### config.mk
export PLATFORM = sky130hd
export DESIGN_NAME = tnoc_flit_port_arbiter_flat
export DESIGN_NICKNAME = d
export VERILOG_FILES = /design/src/rtl/tnoc_flit_port_arbiter_pkg.sv /design/src/rtl/tnoc_flit_port_arbiter_if.sv /design/src/rtl/tnoc_flit_port_arbiter_skid_buffer.sv /design/src/rtl/tnoc_flit_port_arbiter.sv /design/src/flat_wrapper.sv
export SDC_FILE = /design/constraint.sdc
export NUM_CORES = 1
export LEC_CHECK = 0
export CORE_AREA = 2 2 134 136
export CTS_CLUSTER_SIZE = 12
export DETAILED_ROUTE_END_ITERATION = 10
export DIE_AREA = 0 0 136 138
export PLACE_DENSITY = 0.5
export SYNTH_ARGS = -nofsm -noshare
export SYNTH_HDL_FRONTEND = slang
export SYNTH_SLANG_ARGS = --single-unit
### constraint.sdc
create_clock -name clk -period 4.7 [get_ports clk]
set_clock_uncertainty 0.15 [all_clocks]
set_input_delay 1.175 -clock clk [delete_from_list [all_inputs] [get_ports clk]]
set_output_delay 1.175 -clock clk [all_outputs]
set_load 0.005 [all_outputs]
### src/rtl/tnoc_flit_port_arbiter_pkg.sv
// tnoc_pkg: arbiter state type, index type and round-robin winner search.
// Shared by tnoc_flit_port_arbiter and its bench.
package tnoc_pkg;

  typedef enum logic {
    IDLE   = 1'b0,
    LOCKED = 1'b1
  } tnoc_arb_state_e;

  localparam int MAX_ENTRIES = 16;
  localparam int IDX_W = 4;

  typedef logic [IDX_W-1:0] tnoc_idx_t;

  // First set request at or after ptr, wrapping within n entries.
  function automatic tnoc_idx_t rr_winner(
    input logic [MAX_ENTRIES-1:0] req,
    input tnoc_idx_t ptr,
    input int n
  );
    tnoc_idx_t w;
    logic found;
    int idx;
    w = '0;
    found = 1'b0;
    for (int k = 0; k < MAX_ENTRIES; k++) begin
      idx = (int'(ptr) + k) % n;
      if (!found && k < n && req[idx[3:0]]) begin
        w = idx[3:0];
        found = 1'b1;
      end
    end
    return w;
  endfunction

endpackage

### src/rtl/tnoc_flit_port_arbiter_if.sv
// Flit arbiter bus: ENTRIES requester ports plus one shared output port.
// master = requester/downstream side, slave = arbiter.
interface tnoc_flit_port_arbiter_if #(
  parameter int ENTRIES = 4,
  parameter int FLIT_WIDTH = 64
);
  logic [ENTRIES-1:0]            i_entry_enable;
  logic [ENTRIES-1:0]            i_valid;
  logic [ENTRIES-1:0]            o_ready;
  logic [ENTRIES*FLIT_WIDTH-1:0] i_flit;
  logic [ENTRIES-1:0]            i_tail;
  logic                          o_valid;
  logic                          i_ready;
  logic [FLIT_WIDTH-1:0]         o_flit;
  logic                          o_tail;
  logic [ENTRIES-1:0]            o_grant;

  modport master (
    output i_entry_enable, i_valid, i_flit,
    output i_tail, i_ready,
    input  o_ready, o_valid, o_flit,
    input  o_tail, o_grant
  );

  modport slave (
    input  i_entry_enable, i_valid, i_flit,
    input  i_tail, i_ready,
    output o_ready, o_valid, o_flit,
    output o_tail, o_grant
  );
endinterface

### src/rtl/tnoc_flit_port_arbiter_skid_buffer.sv
// tnoc_flit_skid_buffer: 2-entry register FIFO, ready = not full.
// Ports: in_valid/in_ready/in_data, out_valid/out_ready/out_data.
module tnoc_flit_skid_buffer #(
  parameter int WIDTH = 65
) (
  input  logic             clk,
  input  logic             rst,
  input  logic             in_valid,
  output logic             in_ready,
  input  logic [WIDTH-1:0] in_data,
  output logic             out_valid,
  input  logic             out_ready,
  output logic [WIDTH-1:0] out_data
);
  logic [WIDTH-1:0] mem [2];
  logic             wptr;
  logic             rptr;
  logic [1:0]       count;
  logic             push;
  logic             pop;

  assign in_ready  = (count != 2'd2);
  assign out_valid = (count != 2'd0);
  assign out_data  = mem[rptr];
  assign push      = in_valid & in_ready;
  assign pop       = out_valid & out_ready;

  always_ff @(posedge clk) begin
    if (rst) begin
      mem[0] <= '0;
      mem[1] <= '0;
      wptr   <= 1'b0;
      rptr   <= 1'b0;
      count  <= 2'd0;
    end else begin
      if (push) begin
        mem[wptr] <= in_data;
        wptr      <= ~wptr;
      end
      if (pop) begin
        rptr <= ~rptr;
      end
      unique case ({push, pop})
        2'b10:   count <= count + 2'd1;
        2'b01:   count <= count - 2'd1;
        default: count <= count;
      endcase
    end
  end
endmodule

### src/rtl/tnoc_flit_port_arbiter.sv
// Packet-locked round-robin arbiter sharing one flit port among ENTRIES.
// Ports: clk, rst (sync, high), bus (slave). TNOC_FLIT_PORT_ARBITER_OUTPUT_REG_EN adds skid stage.
module tnoc_flit_port_arbiter
  import tnoc_pkg::*;
#(
  parameter int ENTRIES = 4,
  parameter int FLIT_WIDTH = 64
) (
  input logic clk,
  input logic rst,
  tnoc_flit_port_arbiter_if.slave bus
);
  tnoc_arb_state_e       state;
  tnoc_idx_t             rr_ptr;
  tnoc_idx_t             owner;
  tnoc_idx_t             winner;
  tnoc_idx_t             cur;
  tnoc_idx_t             ptr_next;
  logic [ENTRIES-1:0]    req;
  logic [ENTRIES-1:0]    sel;
  logic                  active;
  logic                  in_valid;
  logic                  in_ready;
  logic                  in_tail;
  logic [FLIT_WIDTH-1:0] in_flit;
  logic                  xfer;

  assign req    = bus.i_valid & bus.i_entry_enable;
  assign winner = rr_winner(MAX_ENTRIES'(req), rr_ptr, ENTRIES);
  assign cur    = (state == LOCKED) ? owner : winner;
  assign active = (state == LOCKED) || (|req);

  assign ptr_next = (cur == IDX_W'(ENTRIES-1)) ? '0 : cur + 1'b1;

  always_comb begin
    sel     = '0;
    in_flit = '0;
    in_tail = 1'b0;
    for (int i = 0; i < ENTRIES; i++) begin
      if (active && cur == IDX_W'(i)) begin
        sel[i] = 1'b1;
      end
    end
    for (int i = 0; i < ENTRIES; i++) begin
      if (sel[i]) begin
        in_flit = bus.i_flit[i*FLIT_WIDTH +: FLIT_WIDTH];
        in_tail = bus.i_tail[i];
      end
    end
  end

  assign in_valid    = |(sel & bus.i_valid);
  assign bus.o_grant = sel;
  assign bus.o_ready = sel & {ENTRIES{in_ready}};
  assign xfer        = in_valid & in_ready;

`ifdef TNOC_FLIT_PORT_ARBITER_OUTPUT_REG_EN
  logic [FLIT_WIDTH:0] out_data;
  logic                out_valid;

  tnoc_flit_skid_buffer #(
    .WIDTH (FLIT_WIDTH + 1)
  ) u_skid (
    .clk       (clk),
    .rst       (rst),
    .in_valid  (in_valid),
    .in_ready  (in_ready),
    .in_data   ({in_tail, in_flit}),
    .out_valid (out_valid),
    .out_ready (bus.i_ready),
    .out_data  (out_data)
  );

  assign bus.o_valid = out_valid;
  assign bus.o_tail  = out_data[FLIT_WIDTH];
  assign bus.o_flit  = out_data[FLIT_WIDTH-1:0];
`else
  assign in_ready    = bus.i_ready;
  assign bus.o_valid = in_valid;
  assign bus.o_tail  = in_tail;
  assign bus.o_flit  = in_flit;
`endif

  always_ff @(posedge clk) begin
    if (rst) begin
      state  <= IDLE;
      rr_ptr <= '0;
      owner  <= '0;
    end else begin
      unique case (state)
        IDLE: begin
          if (xfer) begin
            if (in_tail) begin
              rr_ptr <= ptr_next;
            end else begin
              state <= LOCKED;
              owner <= winner;
            end
          end
        end
        LOCKED: begin
          if (xfer && in_tail) begin
            state  <= IDLE;
            rr_ptr <= ptr_next;
          end
        end
        default: state <= IDLE;
      endcase
    end
  end
endmodule

### src/flat_wrapper.sv
// flat-port wrapper written by rule: the top's interface ports become plain ports
module tnoc_flit_port_arbiter_flat import tnoc_pkg::*;
#(
  parameter int ENTRIES = 4,
  parameter int FLIT_WIDTH = 64
)
  (clk, rst, bus_i_entry_enable, bus_i_valid, bus_i_flit, bus_i_tail, bus_i_ready, bus_o_ready, bus_o_valid, bus_o_flit, bus_o_tail, bus_o_grant);
  tnoc_flit_port_arbiter_if #(.ENTRIES(ENTRIES), .FLIT_WIDTH(FLIT_WIDTH)) bus_i ();
  input logic clk;
  input logic rst;
  input wire logic [$bits(bus_i.i_entry_enable)-1:0] bus_i_entry_enable;
  input wire logic [$bits(bus_i.i_valid)-1:0] bus_i_valid;
  input wire logic [$bits(bus_i.i_flit)-1:0] bus_i_flit;
  input wire logic [$bits(bus_i.i_tail)-1:0] bus_i_tail;
  input wire logic [$bits(bus_i.i_ready)-1:0] bus_i_ready;
  output wire logic [$bits(bus_i.o_ready)-1:0] bus_o_ready;
  output wire logic [$bits(bus_i.o_valid)-1:0] bus_o_valid;
  output wire logic [$bits(bus_i.o_flit)-1:0] bus_o_flit;
  output wire logic [$bits(bus_i.o_tail)-1:0] bus_o_tail;
  output wire logic [$bits(bus_i.o_grant)-1:0] bus_o_grant;
  assign bus_i.i_entry_enable = bus_i_entry_enable;
  assign bus_i.i_valid = bus_i_valid;
  assign bus_i.i_flit = bus_i_flit;
  assign bus_i.i_tail = bus_i_tail;
  assign bus_i.i_ready = bus_i_ready;
  assign bus_o_ready = bus_i.o_ready;
  assign bus_o_valid = bus_i.o_valid;
  assign bus_o_flit = bus_i.o_flit;
  assign bus_o_tail = bus_i.o_tail;
  assign bus_o_grant = bus_i.o_grant;
  tnoc_flit_port_arbiter #(.ENTRIES(ENTRIES), .FLIT_WIDTH(FLIT_WIDTH)) u_core (.clk(clk), .rst(rst), .bus(bus_i));
endmodule
======== Word-level counts from Yosys, hierarchy flattened ========
Cells that the tools add are included.
operators by class
  add/subtract/negate cells ............... 4
  shift operators ......................... 0
  bitwise logic cells ..................... 9
  order comparisons ....................... 4
  divide/modulo/power cells ............... 0
  reductions and logical operators ........ 20
  $mul .................................... 0
  eq/ne operators ......................... 6
  multiplexer cells ....................... 37
operator list
  cell                                                 count
  two-way mux 64 bit                                   4
  two-way mux 1 bit                                    18
  two-way mux 4 bit                                    4
  < comparator 4 x 5 -> 1 bit, second input constant   3
  AND 4 bit                                            3
  two-way mux 2 bit                                    5
  binary-select mux 1 bit (select 3 bit)               3
  equality test 4 x 2 -> 1 bit, second input constant  2
  logical AND 1 bit                                    8
  OR reduction 4 bit                                   2
  AND reduction 3 bit                                  2
  OR reduction 2 bit                                   3
  < comparator 2 x 5 -> 1 bit, second input constant   1
  adder 2 x 1 -> 2 bit, second input constant          2
  adder 2 bit, second input constant                   2
  equality test 4 x 1 -> 1 bit, second input constant  1
  logical NOT 4 bit                                    1
  != test 2 x 1 -> 1 bit, second input constant        2
  case mux 2 bit (2 select lines)                      1
  AND 1 bit, first input constant                      3
  logical NOT 1 bit                                    3
  binary-select mux 1 bit (select 2 bit)               1
  != test 2 bit, second input constant                 1
  inverter 1 bit                                       2
  3 further kinds                                      3
word-level totals
  input port bits ......................... 271
  word-level logic and storage cells ...... 83
  bits in read-only memories .............. 0
  latch bits .............................. 0
  register bits ........................... 7
  RAM bits ................................ 0
  output and inout port bits .............. 74
  memories ................................ 0

======== Logic depth before layout (Yosys ltp) ========
Gate-level depths: netlist of run 1.
  depth after elaboration ................. 24
  gate-level depth with buffers ........... 12

======== Least setup slack after synthesis of run 1 ========
Ideal clock, no wire load.
  path type ............................... in2out
  start point ............................. input port bus_i_valid[3]
  end point ............................... output port bus_o_flit[35]
  path buffers ............................ 3
  slack ................................... 0.311 ns
  data arrival time ....................... 3.064 ns
  stages .................................. 12
  cells stage by stage .................... nand2_1 a21bo_2 a211oi_1 a21oi_1 ha_1 buf_2 nor2b_1 buf_2 buf_2 a221oi_1 a211o_1 a21oi_1
on the way
  cells in the longest elaborated chain, start to end .. 21
ends and longest elaborated chain
  item                                     line                              source
  start, declared                          flat_wrapper.sv:12                input wire logic [$bits(bus_i.i_valid)-1:0] bus_i_valid;
  AND 4 bit (*)                            tnoc_flit_port_arbiter.sv:28      assign req = bus.i_valid & bus.i_entry_enable;
  binary-select mux 1 bit (select 2 bit)   tnoc_flit_port_arbiter_pkg.sv:28  if (!found && k < n && req[idx[3:0]]) begin
  two-way mux 1 bit (implied by the code)  tnoc_flit_port_arbiter_pkg.sv:28
  two-way mux 1 bit                        tnoc_flit_port_arbiter_pkg.sv:28
  logical NOT 1 bit                        tnoc_flit_port_arbiter_pkg.sv:28
  logical AND 1 bit                        tnoc_flit_port_arbiter_pkg.sv:28
  two-way mux 1 bit                        tnoc_flit_port_arbiter_pkg.sv:28
  logical NOT 1 bit                        tnoc_flit_port_arbiter_pkg.sv:28
  [3 not listed]                           n/a
  logical AND 1 bit                        tnoc_flit_port_arbiter_pkg.sv:28
  two-way mux 4 bit                        tnoc_flit_port_arbiter_pkg.sv:28
  two-way mux 4 bit                        tnoc_flit_port_arbiter.sv:30      assign cur = (state == LOCKED) ? owner : winner;
  logical NOT 4 bit                        tnoc_flit_port_arbiter.sv:40      if (active && cur == IDX_W'(i)) begin
  logical AND 1 bit                        tnoc_flit_port_arbiter.sv:40
  two-way mux 1 bit                        tnoc_flit_port_arbiter.sv:40
  two-way mux 64 bit (3 in series)         tnoc_flit_port_arbiter.sv:45      if (sel[i]) begin
  two-way mux 64 bit (*)                   tnoc_flit_port_arbiter.sv:45
  end, declared                            flat_wrapper.sv:18                output wire logic [$bits(bus_i.o_flit)-1:0] bus_o_flit;
Mark *: on every way between the ends. The rest lies on a longest branch, timed or not. The select of a mux whose other input is x is not followed.

======== Worst setup path after layout of run 1 ========
  start point ............................. input port bus_i_valid[2]
  end point ............................... output port bus_o_flit[22]
Same word-level chain as after synthesis.

==> impl_results.md, run 1 <==
* Vias in the first global route at roughly 5,000
* Asr flop ratio synth at 0%
* Max Clk Rate at 213 MHz
* Fin area at 7620 sq um
* Worst slack at placement at -0.754 ns
* Worst R2R Path Depth at 12
* Most used DFF post-synth: dfxtp_1
* # fillers at 1,788
* Syn_nets at roughly 700
* Vias per inst at 4.81
* Clock tree root buffer cell: clkbuf_16
* # DRC at 0
* Cell type with the largest total area after synthesis: a211o_1
* Final HPWL DP at about 14 mm
* Clk sinks at 5
* Cell depth of the worst min-delay path at 2
* Sequential area share after synthesis at 3.70%
* CP endpoint kind: primary output
* CTS clk-pin slew, worst paths at 0.03 ns
* DRT iter0 DRCs at 256
* Routed wire length per instance at about 19 microns
* EDFF count, synth at 0
* Area contributors post-synth: a211o_1 (21%), a221oi_1 (21%), a21oi_1 (12%)
* Worst rel slew slack at between 70% and 80%
* Top-area cell type share of the netlist area at 21.0%
* Syn_area_per_cell at 6.14 sq um
* Crit Path Category: in2out
* Bufs on Longest Clock Path at 2
* Number of instances in the placed design at 1,004
* Full die area at 18,800 sq um
* Hold WS at ~0.32 ns
* Global-route wire length before repair at around 29 mm
* Die height at 138 microns
* Static leakage at 3.34 nW
* Worst-skew pair later-pin latency at 0.23 ns
* Post-synth cell types at 35
* CTS tree: built
* Final worst-path cycle share at 99.7%
* Pwr dens at 205 nW/um^2
* Area post-placement at 6720 sq um
* H-tree levels at 1
* All-Layer GR Usage at 19.4%
* TritonRoute pass-1 iters at 4
* PortBufs at 344
* Max FO, Critical Path at 7
* Most common cell after layout, fill and taps aside: clkdlybuf4s50_1
* Area grow syn2layout at 181%
* Drt total wl at 19.9 mm
* Critical Path RT at between 3 and 4 ns
* Largest net degree at the start of global routing at 39
* I/O pins at 345
* Row cnt at 49
* Yosys synthesis warning count at 0
* Initial antenna violation count at 0
* Slew Limit Fails at 0
* Final setup vio count at 0
* RSZ-0062 raised after global routing: true
* Initial core utilization at 15.4%
* Final nets at 1,103
* FF+latch count, synth at 5
* Detailed-route via count at 5,078
* Maximum VDD drop at 0.104 mV
* HP Class: reg2reg
* Hold_buf cts at 0
* ANT cells at 0
* Share of cells above drive strength 1 at 31.1%
* Final Non-Filler Cells at about 1,100
* Final hold violation count at 0
* Run status: completed
* Setup TNS at 0 ns
* Cells after synthesis at roughly 440
* Final Critical Period at 4.69 ns
* Core ar. at 17,500 sq um
* Post-Syn Area at 2710 sq um
* GRT overflow at 0
* Max-capacitance violation count at 0
* Die width at roughly 140 microns
* CP arrival at 3.36 ns
* ANT nets after route at 0
* CTS buffer count at 3
* Tightest Pin Transition at 0.362 ns
* Type of origin of the critical path: input pin
* Worst setup margin at about 0.012 ns
* GP Congestion at just over 1
* Most frequent cells in the layout: clkdlybuf4s50_1 (269), nand2_1 (67), inv_1 (66), a211o_1 (65), buf_2 (57)
-- cell families after synthesis --
kind of cell | synth area share (%)
fa+ha+maj | 1.85
mux | 1.15
simple gates | 16.4
compound gates | 59.5
buf+inv | 17.4
flops | 3.70
-- critical path, cell delays in order --
cell      delay, ns
buf_8          0.10
buf_6          0.11
a22oi_2        0.25
a211oi_4       0.08
a21oi_2        0.19
ha_2           0.21
nor2b_4        0.16
buf_12         0.15
buf_16         0.14
buf_8          0.12
buf_6          0.10
a221oi_4       0.06
a211o_1        0.26
a21oi_1        0.14
buf_2          0.12
-- cells in the mapped netlist (all sizes together), types with 4 or more instances --
| master | n |
|---|---|
| clkbuf | 30 |
| and3 | 5 |
| nor2b | 4 |
| a21oi | 65 |
| dfxtp | 5 |
| nor2 | 4 |
| buf | 22 |
| a221oi | 66 |
| inv | 67 |
| and2 | 6 |
| nand2 | 70 |
| a211o | 66 |
| ha | 4 |
-- sequential cells by signal (all words and copies together) (netlist names) --
name           count
u_core.rr_ptr      2
u_core.owner       2
u_core.state       1
-- timing repair --
action                                  in CTS  in global routing
setup buffers                               25                 15
endpoints found under the setup margin      74                 70
pin swaps                                   53                 38
resized for setup                          326                 68
gates cloned                                 9                  1
-- area by class of cell --
cell class                 count  area (sq um)  share of cell area, %
timing repair buffer         434          4270                   56.0
sequential                     5           100                   1.31
clock buffer                   4          78.8                   1.03
tap                          229           287                   3.76
inverter                      67           251                   3.30
multi-input combinational    317          2640                   34.6
-- per-layer routing --
layer  GRT usage, %  share of wire (%)
met1           24.6                 41
met4           4.11                1.8
met3           3.34                7.8
met5              0                  0
met2           34.0                 50
-- final timing paths --
kind	startpoint	end	slack, ns
worst min register to register	u_core.owner[0]$_SDFFE_PP0P_	u_core.owner[0]$_SDFFE_PP0P_	0.32
worst max register to register	u_core.rr_ptr[0]$_SDFFE_PP0P_	u_core.rr_ptr[1]$_SDFFE_PP0P_	1.53
worst min-delay path	u_core.owner[0]$_SDFFE_PP0P_	u_core.owner[0]$_SDFFE_PP0P_	0.32
worst max-delay path	bus_i_valid[2]	bus_o_flit[22]	0.01
-- power by group --
group | internal [W] | total (W) | switching, W
Sequential | 0.0000456 | 0.0000508 | 0.00000519
Combinational | 0.000811 | 0.00137 | 0.000562
Clock | 0.000113 | 0.000142 | 0.0000293
Total | 0.000969 | 0.00157 | 0.000596
-- through the flow --
step / power, W / utilization [%]
6_report: 0.00157 / 43.5
5_1_grt: 0.00167 / 43.5
4_1_cts: 0.00151 / 42.6
3_5_place_dp: 0.00120 / 38.3
3_3_place_gp: 0.00119 / 38.3
2_1_floorplan: 0.000513 / -
Power figures use the tool's default switching activity.
==> run 2, diff against run 1 <==
==> constraint.sdc (replaced) <==
create_clock -name clk -period 4.7 [get_ports clk]
set_clock_uncertainty 0.15 [all_clocks]
set_input_delay 1.41 -clock clk [delete_from_list [all_inputs] [get_ports clk]]
set_output_delay 1.41 -clock clk [all_outputs]
set_load 0.005 [all_outputs]
==> run 2 against run 1 <==
The run now ends with negative setup slack left. Die area unchanged. Flip-flop and latch count unchanged. Sequential share of layout area down 0.17 points. Clock power about the same. Maximum frequency down 8.5%. Design area up 15%. Non-clock buffer count up 52. Largest power group unchanged. Via count up 3.9%. Sequential power up 1%. Critical path type unchanged. Critical path depth down 1. Wire length up 10%.
==> impl_results.md, run 2 (same netlist as run 1, synthesis figures left out) <==
* # fillers at 1,662 (was 1,788)
* TritonRoute pass-1 iters at 6 (was 4)
* Most frequent cells in the layout: clkdlybuf4s50_1 (262), buf_2 (68), inv_1 (66), a211o_1 (65), nand2_1 (62) (was clkdlybuf4s50_1 (269), nand2_1 (67), inv_1 (66), a211o_1 (65), buf_2 (57))
* Clk sinks at 5 (unchanged)
* Max FO, Critical Path at 5 (was 7)
* Full die area at 18,800 sq um (unchanged)
* CTS tree: built (unchanged)
* Area grow syn2layout at 224% (was 181%)
* Vias per inst at 4.76 (was 4.81)
* Core ar. at 17,500 sq um (unchanged)
* Row cnt at 49 (unchanged)
* Final Critical Period at 5.12 ns (was 4.69 ns)
* Total power at 0.00182 W (was 0.00157 W)
* Slowest stage delay, CP at 0.28 ns (was 0.26 ns)
* PortBufs at 344 (unchanged)
* Routed wire length per instance at 19.8 microns (was 18.9 microns)
* Detailed-route via count at 5,277 (was 5,078)
* Final HPWL DP at 14.7 mm (was 13.5 mm)
* All-Layer GR Usage at 20.9% (was 19.4%)
* Worst rel slew slack at 70.7% (was 75.8%)
* Largest net degree at the start of global routing at 35 (was 39)
* Pwr dens at 208 nW/um^2 (was 205 nW/um^2)
* Initial antenna violation count at 1 (was 0)
* CP endpoint kind: primary output (unchanged)
* Final nets at 1,155 (was 1,103)
* Switching power total at 0.000685 W (was 0.000596 W)
* Maximum VDD drop at 0.121 mV (was 0.104 mV)
* Worst setup margin at -0.424 ns (was 0.0123 ns)
* Bufs on Longest Clock Path at 2 (unchanged)
* Switching share of total power at 37.6% (was 38.1%)
* Type of origin of the critical path: input pin (unchanged)
* H-tree levels at 1 (unchanged)
* Max Clk Rate at 195 MHz (was 213 MHz)
* Clock tree root buffer cell: clkbuf_16 (unchanged)
* DRT iter0 DRCs at 204 (was 256)
* Slew Limit Fails at 0 (unchanged)
* CTS buffer count at 3 (unchanged)
* Share of cells above drive strength 1 at 41.2% (was 31.1%)
* Internal Power at 0.00114 W (was 0.000969 W)
* Sequential share of power at 2.8% (was 3.2%)
* Final worst-path cycle share at 109% (was 99.7%)
* Most common cell after layout, fill and taps aside: clkdlybuf4s50_1 (unchanged)
* Worst-skew pair later-pin latency at 0.23 ns (about the same)
* Failing checks: negative setup slack
* Final hold violation count at 0 (unchanged)
* Drt total wl at 22.0 mm (was 19.9 mm)
* Largest registers: u_core.owner x2, u_core.rr_ptr x2, u_core.state x1 (unchanged)
* CP most frequent cell: buf_6
* Cell Chain, Critical Path: buf_6 -> buf_6 -> a22oi_2 -> a211oi_4 -> buf_4 -> a21o_1 -> buf_6 -> ha_4 -> buf_6 -> buf_4 -> buf_6 -> a211o_1 -> a21oi_2 -> buf_2 (was buf_8 -> buf_6 -> a22oi_2 -> a211oi_4 -> a21oi_2 -> ha_2 -> nor2b_4 -> buf_12 -> buf_16 -> buf_8 -> buf_6 -> a221oi_4 -> a211o_1 -> a21oi_1 -> buf_2)
* Gate power share at 89.4% (was 87.7%)
* Vias in the first global route at 5,437 (was 5,025)
* Crit Path Category: in2out (unchanged)
* Worst slack at placement at -1.19 ns (was -0.754 ns)
* Die height at 138 microns (unchanged)
* HP Class: reg2reg (unchanged)
* RSZ-0062 raised after global routing: true (unchanged)
* I/O pins at 345 (unchanged)
* ANT nets after route at 0 (unchanged)
* Slowest-stage cell, CP: a22oi_2 (was a211o_1)
* GP Congestion at 0.905 (was 1.03)
* # DRC at 0 (unchanged)
* Max-capacitance violation count at 0 (unchanged)
* Critical Path RT at 3.14 ns (was 3.38 ns)
* CTS clk-pin slew, worst paths at 0.03 ns (about the same)
* Initial core utilization at 15.4% (unchanged)
* Global-route wire length before repair at 30.6 mm (was 28.8 mm)
* Static leakage at 3.84 nW (was 3.34 nW)
* CP arrival at 3.56 ns (was 3.36 ns)
* Tightest Pin Transition at 0.439 ns (was 0.362 ns)
* Clk pwr share at 7.8% (was 9.1%)
* Hold_buf cts at 0 (unchanged)
* Die width at 136 microns (unchanged)
* Final setup vio count at 70 (was 0)
* Run status: finished with violations (was completed)
* GRT overflow at 0 (unchanged)
==> run 2: cell count changes in the layout (fill, tap and decap cells not counted), sizes merged, moves of 2 or more <==
cell,before,now
clkbuf,15,13
dlygate4sd2,1,3
clkdlybuf4s15,3,0
clkdlybuf4s50,269,262
buf,147,211
==> run 2: cell type report <==
| type | instances | area (sq um) | area share [%] |
|---|---|---|---|
| clock buffer | 4 | 78.8 | 0.899 |
| antenna | 1 | 2.50 | 0.0285 |
| inverter | 67 | 251 | 2.87 |
| timing repair buffer | 486 | 5130 | 58.5 |
| multi-input combinational | 317 | 2920 | 33.3 |
| tap | 229 | 287 | 3.27 |
| sequential | 5 | 100 | 1.14 |
==> run 2: power groups by stage <==
stage	logic (W)	registers (W)	clock network, W
2_1_floorplan	0.000520	0.0000492	0
3_3_place_gp	0.00121	0.0000508	0
3_5_place_dp	0.00121	0.0000508	0
4_1_cts	0.00153	0.0000508	0.000143
5_1_grt	0.00173	0.0000519	0.000146
6_report	0.00163	0.0000515	0.000142
==> run 2: through the flow <==
stage	utilization, %	TNS [ns]	instance area (sq um)	hold slack [ns]	instances
CTS	47.1	-22.18	8250	0.312	1086
global route	50.0	-29.56	8770	0.352	1108
detailed placement	39.6	-81.49	6950	0.310	1018
finish	50.0	-23.82	8770	0.309	1109
floorplan	-	0	2890	0.283	441
global placement	39.6	-78.72	6950	0.297	1018
==> run 2: what timing repair did <==
| action | CTS | global route |
|---|---|---|
| resized for setup | 473 | 74 |
| pin swaps | 93 | 60 |
| buffers inserted | 49 | 20 |
| gates cloned | 16 | 7 |
| endpoints found under the setup margin | 74 | 71 |
==> run 2: final timing paths <==
kind / startpoint / end / slack, ns / depth (start not counted)
setup reg to reg: u_core.rr_ptr[0]$_SDFFE_PP0P_ / u_core.rr_ptr[1]$_SDFFE_PP0P_ / 1.44 / 13
hold / removal: u_core.owner[0]$_SDFFE_PP0P_ / u_core.owner[0]$_SDFFE_PP0P_ / 0.31 / 2
hold reg to reg: u_core.owner[0]$_SDFFE_PP0P_ / u_core.owner[0]$_SDFFE_PP0P_ / 0.31 / 2
setup / recovery: bus_i_valid[2] / bus_o_flit[1] / -0.42 / 14
==> run 2: metal layers <==
layer | track usage, % | vias to the layer above | routed length, microns
li1 | - | 2539 | -
met4 | 4.77 | 0 | 432
met3 | 3.45 | 28 | 1430
met2 | 40.4 | 215 | 11800
met5 | 0 | - | 0
met1 | 23.3 | 2495 | 8290
==> run 2: worst max-delay path: cells and delay by family <==
family          cells  cell delay [ns]
compound gates      5             0.96
buf+inv             8             1.00
fa+ha+maj           1             0.19
==> run 3, diff against run 2 <==
==> constraint.sdc (replaced) <==
create_clock -name clk -period 4.7 [get_ports clk]
set_clock_uncertainty 0.15 [all_clocks]
set_input_delay 0.705 -clock clk [delete_from_list [all_inputs] [get_ports clk]]
set_output_delay 0.705 -clock clk [all_outputs]
set_load 0.005 [all_outputs]
==> run 3 against run 2 <==
Count of clock-buffer cells in the layout unchanged. The flow now finishes without violations. Register-to-register slack better by 0.32 ns. Non-clock buffer count down 124. Global-route usage down 4.1 points. Clock power about the same. Die area unchanged. Worst setup slack better by 0.56 ns. Flip-flop and latch count unchanged. Critical endpoint is now bus_o_flit[20]. Maximum frequency up 12%. Core utilization down 12 points. Design area down 24%.
==> impl_results.md, run 3 (same netlist as run 1, synthesis figures left out) <==
* Hold WS at 0.313 ns (was 0.309 ns)
* Share of cells above drive strength 1 at 5.17% (was 41.2%)
* I/O pins at 345 (unchanged)
* Bufs on Longest Clock Path at 2 (unchanged)
* Run status: completed (was finished with violations)
* Maximum VDD drop at 0.0948 mV (was 0.121 mV)
* Critical Path RT at 3.85 ns (was 3.14 ns)
* Most frequent cells in the layout: clkdlybuf4s50_1 (343), nand2_1 (70), inv_1 (67), a211o_1 (65), a21oi_1 (64) (was clkdlybuf4s50_1 (262), buf_2 (68), inv_1 (66), a211o_1 (65), nand2_1 (62))
* Slew Limit Fails at 0 (unchanged)
* # DRC at 0 (unchanged)
* Static leakage at 2.73 nW (was 3.84 nW)
* Global-route wire length before repair at 25.7 mm (was 30.6 mm)
* CTS clk-pin slew, worst paths at 0.03 ns (about the same)
* Setup TNS at 0 ns (was -23.82 ns)
* HP Class: reg2reg (unchanged)
* Full die area at 18,800 sq um (unchanged)
* Max-capacitance violation count at 0 (unchanged)
* Detailed-route via count at 4,693 (was 5,277)
* ANT nets after route at 0 (unchanged)
* Total power at 0.00135 W (was 0.00182 W)
* Clock tree root buffer cell: clkbuf_16 (unchanged)
* Vias per inst at 4.77 (was 4.76)
* CTS tree: built (unchanged)
* # fillers at 1,825 (was 1,662)
* Area post-placement at 6490 sq um (was 6950 sq um)
* Final worst-path cycle share at 97.1% (was 109%)
* Final hold violation count at 0 (unchanged)
* GP Congestion at 0.989 (was 0.905)
* Row cnt at 49 (unchanged)
* TritonRoute pass-1 iters at 5 (was 6)
* Met3 WL at 1.51 mm (was 1.43 mm)
* Initial core utilization at 15.4% (unchanged)
* Uppermost routed layer: met5 (was met4)
* CTS buffer count at 3 (unchanged)
* Worst rel slew slack at 65.8% (was 70.7%)
* Largest net degree at the start of global routing at 70 (was 35)
* H-tree levels at 1 (unchanged)
* Final nets at 1,031 (was 1,155)
* Fin area at 6700 sq um (was 8770 sq um)
* Initial antenna violation count at 1 (unchanged)
* Crit Path Category: in2out (unchanged)
* Pwr dens at 202 nW/um^2 (was 208 nW/um^2)
* Hold_buf cts at 0 (unchanged)
* Met1 WL at 7.00 mm (was 8.29 mm)
* Drt total wl at 17.5 mm (was 22.0 mm)
* Die height at 138 microns (unchanged)
* PortBufs at 344 (unchanged)
* Max FO, Critical Path at 18 (was 5)
* DRT iter0 DRCs at 311 (was 204)
* Final Critical Period at 4.56 ns (was 5.12 ns)
* CP arrival at 3.71 ns (was 3.56 ns)
* Core ar. at 17,500 sq um (unchanged)
* Clk sinks at 5 (unchanged)
* Final setup vio count at 0 (was 70)
* CP endpoint kind: primary output (unchanged)
* All-Layer GR Usage at 16.7% (was 20.9%)
* Routed wire length per instance at 17.8 microns (was 19.8 microns)
* Largest registers: u_core.owner x2, u_core.rr_ptr x2, u_core.state x1 (unchanged)
* Final HPWL DP at 13.1 mm (was 14.7 mm)
* ANT cells at 0 (was 1)
* Most common cell after layout, fill and taps aside: clkdlybuf4s50_1 (unchanged)
* Met2 routed WL at 8.67 mm (was 11.8 mm)
* Type of origin of the critical path: input pin (unchanged)
* Vias in the first global route at 4,527 (was 5,437)
* Worst-skew pair later-pin latency at 0.23 ns (about the same)
* Area grow syn2layout at 147% (was 224%)
* GRT overflow at 0 (unchanged)
* Die width at 136 microns (unchanged)
* Max Clk Rate at 219 MHz (was 195 MHz)
* Tightest Pin Transition at 0.513 ns (was 0.439 ns)
run 3: final timing paths:
path | startpoint | to | slack [ns] | depth (start not counted)
setup / recovery | bus_i_entry_enable[0] | bus_o_flit[20] | 0.14 | 14
hold / removal | u_core.owner[0]$_SDFFE_PP0P_ | u_core.owner[0]$_SDFFE_PP0P_ | 0.31 | 2
setup reg to reg | u_core.rr_ptr[1]$_SDFFE_PP0P_ | u_core.rr_ptr[1]$_SDFFE_PP0P_ | 1.76 | 10
hold reg to reg | u_core.owner[0]$_SDFFE_PP0P_ | u_core.owner[0]$_SDFFE_PP0P_ | 0.31 | 2
run 3: metrics by stage:
step	util, %	cells	setup slack [ns]
after floorplan	-	441	1.25
after global placement	37.0	976	0.149
after detailed placement	37.0	976	0.121
after CTS	37.4	980	0.107
after global routing	38.2	984	-0.00285
final	38.2	984	0.138
run 3: final cells by class:
class                           count  area (sq um)  area share [%]
Sequential cell                     5           100            1.49
Clock buffer                        4          78.8            1.18
Inverter                           67           251            3.75
Multi-Input combinational cell    317          2220            33.1
Timing Repair Buffer              362          3770            56.2
Tap cell                          229           287            4.28
run 3: power by group:
| group | switching (W) | internal (W) | leakage, nW |
|---|---|---|---|
| Clock | 0.0000290 | 0.000113 | 0.0382 |
| Combinational | 0.000447 | 0.000715 | 2.65 |
| Sequential | 0.00000490 | 0.0000456 | 0.0406 |
| Total | 0.000481 | 0.000873 | 2.73 |
run 3: metal layers:
metal / vias to the layer above / GRT usage (%)
li1: 2270 / -
met2: 246 / 30.4
met4: 2 / 2.91
met5: - / 0
met1: 2154 / 20.6
met3: 21 / 2.93
run 3: worst max-delay path, cell delays in order:
cell and delay [ns]:
clkdlybuf4s50_1 0.54, nand3b_1 0.10, a21o_1 0.21, a31oi_2 0.23, inv_1 0.14, ha_4 0.21, nor2b_4 0.13, buf_12 0.14
buf_12 0.10, clkbuf_16 0.17, a221oi_1 0.08, a211o_1 0.23, a21oi_1 0.18, clkdlybuf4s50_1 0.54
run 3: repair_timing:
item | CTS | global route
endpoints found under the setup margin | 0 | 55
buffers inserted | 0 | 2
gates resized for setup | 0 | 9
